`src/rtl/oled_pkg.sv`:
```
// Shared definitions for the 96x64 OLED score path: sequencer states,
// RGB565 colour constants and panel geometry.
package oled_pkg;

  typedef enum logic [1:0] {
    PLAY = 2'd0,
    SHOW = 2'd1,
    HOLD = 2'd2
  } state_t;

  localparam logic [15:0] WHITE    = 16'hFFFF;
  localparam logic [15:0] NAVYBLUE = 16'h0010;

  localparam int OLED_WIDTH  = 96;
  localparam int OLED_HEIGHT = 64;

endpackage

```
`src/rtl/bcd_score_counter.sv`:
```
// Saturating score counter kept in binary and BCD side by side so the
// score renderer never has to divide.
module bcd_score_counter #(
  parameter int MAX_SCORE = 30
) (
  input  logic       clock,
  input  logic       reset,
  input  logic       inc,
  input  logic       clr,
  output logic [4:0] score,
  output logic [1:0] tens,
  output logic [3:0] ones
);

  localparam logic [4:0] SCORE_MAX = 5'(MAX_SCORE);

  logic [4:0] score_reg;
  logic [1:0] tens_reg;
  logic [3:0] ones_reg;

  always_ff @(posedge clock) begin
    if (reset || clr) begin
      score_reg <= '0;
      tens_reg  <= '0;
      ones_reg  <= '0;
    end else if (inc && (score_reg != SCORE_MAX)) begin
      score_reg <= score_reg + 5'd1;
      if (ones_reg == 4'd9) begin
        ones_reg <= '0;
        tens_reg <= tens_reg + 2'd1;
      end else begin
        ones_reg <= ones_reg + 4'd1;
      end
    end
  end

  assign score = score_reg;
  assign tens  = tens_reg;
  assign ones  = ones_reg;

endmodule

```
`src/rtl/score_screen_ctrl.sv`:
```
// End-of-game screen sequencer: owns the score counter, the PLAY/SHOW/HOLD
// flow and the frame-aligned switch between game and score pixels.
module score_screen_ctrl
  import oled_pkg::*;
#(
  parameter int MAX_SCORE   = 30,
  parameter int SHOW_FRAMES = 180
) (
  input  logic        clock,
  input  logic        reset,
  input  logic        point,
  input  logic        game_over,
  input  logic        restart,
  input  logic        frame_begin,
  input  logic [15:0] game_oled_data,
  input  logic [15:0] score_oled_data,
  output logic [4:0]  score,
  output logic [1:0]  tens,
  output logic [3:0]  ones,
  output logic        show_score,
  output logic        busy,
  output logic [15:0] oled_data
);

  localparam int FW = $clog2(SHOW_FRAMES + 1);
  localparam logic [FW-1:0] FRAMES_DONE = FW'(SHOW_FRAMES);

  state_t        state_reg, state_next;
  logic [FW-1:0] frame_cnt_reg, frame_cnt_next;
  logic          disp_sel_reg;
  logic [15:0]   oled_data_reg;
  logic          score_inc;

  assign score_inc = point && (state_reg == PLAY) && !restart;

  bcd_score_counter #(
    .MAX_SCORE(MAX_SCORE)
  ) u_counter (
    .clock(clock),
    .reset(reset),
    .inc  (score_inc),
    .clr  (restart),
    .score(score),
    .tens (tens),
    .ones (ones)
  );

  always_comb begin
    state_next     = state_reg;
    frame_cnt_next = frame_cnt_reg;
    case (state_reg)
      PLAY: begin
        if (game_over) begin
          state_next     = SHOW;
          frame_cnt_next = '0;
        end
      end
      SHOW: begin
        // The pulse that reaches the frame target also leaves SHOW.
        if (frame_begin && (frame_cnt_reg != FRAMES_DONE)) begin
          frame_cnt_next = frame_cnt_reg + 1'b1;
          if (frame_cnt_next == FRAMES_DONE) state_next = HOLD;
        end
      end
      HOLD:    state_next = HOLD;
      default: state_next = PLAY;
    endcase
    if (restart) begin
      state_next     = PLAY;
      frame_cnt_next = '0;
    end
  end

  always_ff @(posedge clock) begin
    if (reset) begin
      state_reg     <= PLAY;
      frame_cnt_reg <= '0;
      disp_sel_reg  <= 1'b0;
      oled_data_reg <= 16'h0000;
    end else begin
      state_reg     <= state_next;
      frame_cnt_reg <= frame_cnt_next;
      // Source switches only at frame start so the panel never tears.
      if (frame_begin) disp_sel_reg <= (state_next != PLAY);
      oled_data_reg <= disp_sel_reg ? score_oled_data : game_oled_data;
    end
  end

  assign show_score = disp_sel_reg;
  assign busy       = (state_reg == SHOW);
  assign oled_data  = oled_data_reg;

endmodule

```
`config.mk`:
```
export PLATFORM = sky130hd
export DESIGN_NAME = score_screen_ctrl
export DESIGN_NICKNAME = d
export VERILOG_FILES = /design/src/rtl/oled_pkg.sv /design/src/rtl/bcd_score_counter.sv /design/src/rtl/score_screen_ctrl.sv
export SDC_FILE = /design/constraint.sdc
export NUM_CORES = 1
export LEC_CHECK = 0
export CORE_MARGIN = 2
export CORE_UTILIZATION = 25
export DETAILED_ROUTE_END_ITERATION = 12
export SYNTH_ARGS = -nofsm -noshare
export SYNTH_HDL_FRONTEND = slang
export SYNTH_HIERARCHICAL = 1
export SYNTH_SLANG_ARGS = --single-unit
```
`constraint.sdc`:
```
create_clock -name clock -period 4.6 [get_ports clock]
set_input_delay 0.92 -clock clock [delete_from_list [all_inputs] [get_ports clock]]
set_output_delay 0.92 -clock clock [all_outputs]
set_load 0.02 [all_outputs]
```
==> results.ini <==
[status]
status = completed

[finish]
layout-drive-gt1-share = 0.08487
diodes = 0
largest_register_ffs = 16
areaGrowthSynthToFinish_pct = 48.17
final_core_util = 0.3788
nets = 313

[pwr]
power_frac_seq = 0.433
combPwrFrac = 0.128
power_density_nw_per_um2 = 293.5
power_switching_share = 0.2127
leakagePower_nw = 0.9248
pwr-share-clk = 0.439
internal-power_uw = 631.4
peakVddDrop_mv = 0.1461
p_switching_uw = 170.5

[timing]
tightestPinTransition_ps = 932.9
finalCritPeriodShare = 0.6332
setup_violations = 0
max_freq_mhz = 343.3
min_period_ps = 2913
drv_slew = 0
fin_tns_setup_ps = 0
rsz0062_at_grt = no
fin_skew_ps = 5.908
relSlewSlack = 0.3772
hold_viol = 0

[hold_path]
holdCritPathClass = reg2reg

[setup_path]
crit_slowest_cell = dfxtp_1
startpoint_type = register
rrSetupSlack_ps = 2860
endpoint = show_score
critical_path_class = reg2out
crit_required_ps = 3680
slowest_delay_ps = 940
end_kind = output pin
crit_cells = 1
crit_buf_inv = 1
path_delay_family = flip-flops
cp_max_fo = 18
worstPathCellList = clkdlybuf4s50_1
reg2regPathDepth = 6
crit_start = show_score
worstReg2RegStart = frame_cnt_reg[0]
arrival_ps = 1990
r2r-end = frame_cnt_reg[3]

[die]
core_region_area_um2 = 7214
fp.dieH_um = 89.89
std_cell_rows = 31
die-area_um2 = 8080
die_w_um = 89.89
start_util = 0.2556
ios = 67

[clock_network]
h-tree-depth = 2
cts-resized-gates = 0
ctsHoldBuffers = 0
cts_tree = yes
cts_made_buffers = 5
post_cts_buffers = 0
path_clk_slew_ps = 80
cts_max_path_buffers = 2
clk_latency_ps = 290
clock-sinks = 38
root_buffer = clkbuf_8

[drt]
wl_per_cell_um = 11.74
wl_um = 4344
drt_iter0_markers = 92
drtAntennaViolNets = 0
via_count = 1712
drc = 0
viasPerCell = 4.627
drt-pass1-iter-count = 4

[global_routing]
met1_usage = 0.1362
grt.met2_usage = 0.1692
grt_use_met3 = 0.05029
grt_pass1_wl_um = 7348
grt-busiest-layer = met2
gr-usage-all-layers = 0.1105
grt_max_degree = 23
grt_overflow = 0
antenna_found_initial = 0
grt_pass1_vias = 1607

[synthesis]
ys_types = 47
synth_top_flop_cell = dfxtp_1
async_flop_share = 0
syn_area_per_cell_um2 = 8.996
synth-seq-area-share = 0.4125
synth_area_um2 = 1844
synth-seq-cells = 38
synth_top_area_frac = 0.4125
syn_nets = 248
synth_edf_count = 0
yosysWarnings = 6
synth_top_cell_by_area = dfxtp_1
synth_cells = 205
yosys-top-cells-area = dfxtp_1 41%, mux2i_1 10%, nor2_1 5.9%

[run]
cap_viol_max_count = 0

[placed_design]
port_buffers = 66
hpwl_um = 3247
gp_congestion = 0.7605

==> worst min path at each step <==
stage                        from                 end  slack [ps]  cells past startpoint
2_1_floorplan    frame_cnt_reg[2]    frame_cnt_reg[2]         500                      2
3_3_place_gp    u_counter/tens[1]   u_counter/tens[1]         490                      2
3_5_place_dp    u_counter/tens[1]   u_counter/tens[1]         500                      2
4_1_cts         u_counter/tens[1]   u_counter/tens[1]         510                      2
5_1_grt        u_counter/score[4]  u_counter/score[4]         560                      2
6_report        u_counter/tens[1]   u_counter/tens[1]         500                      2
==> layout make-up <==
type | instances | area [µm²]
clock buffer | 6 | 82.58
clock inverter | 2 | 60.06
fill | 764 | 4482
inverter | 10 | 37.54
multi-input combinational | 148 | 999.7
sequential | 38 | 760.7
tap | 99 | 123.9
timing repair buffer | 67 | 668.1
==> power groups by stage <==
stage          clock network, mW  registers, mW  logic (mW)
4_1_cts                    0.364          0.348       0.104
6_report                   0.352          0.347       0.102
3_5_place_dp                   0          0.355       0.103
5_1_grt                    0.374          0.349       0.112
3_3_place_gp                   0          0.355       0.103
2_1_floorplan                  0          0.365      0.0325
==> stage by stage <==
step | cells | total power [mW] | hold slack [ps] | instance area [µm²] | setup slack (ps)
floorplan | 205 | 0.3977 | 504.8 | 1844 | 2554
global placement | 362 | 0.4581 | 493.3 | 2590 | 1901
detailed placement | 362 | 0.4587 | 499.9 | 2590 | 1836
CTS | 370 | 0.8152 | 513.4 | 2733 | 1641
global route | 370 | 0.8349 | 557.9 | 2733 | 1582
finish | 370 | 0.8019 | 500.4 | 2733 | 1687
==> placed cells by master, fill, tap and decap left out, drive strengths merged, types with 2 or more instances in the layout <==
master | netlist | routed
mux2i | 19 | 19
dfxtp | 38 | 38
nand3 | 8 | 8
nand4 | 4 | 4
or4 | 2 | 2
clkbuf | 3 | 6
xor2 | 2 | 2
ha | 5 | 5
nand3b | 3 | 3
o21ai | 9 | 9
nor2b | 4 | 4
clkdlybuf4s50 | 0 | 66
nand2b | 2 | 2
nor3 | 3 | 3
nor2 | 30 | 30
a21oi | 16 | 16
o31ai | 2 | 2
bufinv | 0 | 2
a211oi | 3 | 3
nand2 | 8 | 8
inv | 10 | 10
or3 | 7 | 7
or2 | 2 | 2
a31oi | 2 | 2
==> metal layers <==
metal	up-vias	wire (µm)	share of wire
met5	-	0	0
met3	7	444	0.10
met4	0	77	0.018
met2	69	1906	0.44
met1	775	1916	0.44
li1	861	-	-
==> Yosys cell counts, drive strengths merged (2+ instances only) <==
library cell and n:
nand3b 3, nor2 30, o31ai 2, nand4 4, or4 2, or3 7, ha 5, nor2b 4
xor2 2, nand2 8, inv 10, nor3 3, buf 6, nand3 8, a21oi 16, nand2b 2
clkbuf 3, or2 2, a211oi 3, dfxtp 38, a31oi 2, o21ai 9, mux2i 19
==> logic make-up (layout without fill, tap and decap cells) <==
kind of cell / Yosys count / after routing / synth area share
AND/OR/NAND/NOR: 79 / 79 / 0.2300
AO/OA/AOI/OAI: 43 / 43 / 0.1655
flip-flops: 38 / 38 / 0.4125
multiplexers: 19 / 19 / 0.1031
buffers and inverters: 19 / 85 / 0.04545
adder cells (fa/ha/maj): 5 / 5 / 0.03392
XOR/XNOR: 2 / 2 / 0.009500
Power figures use the tool's default switching activity.
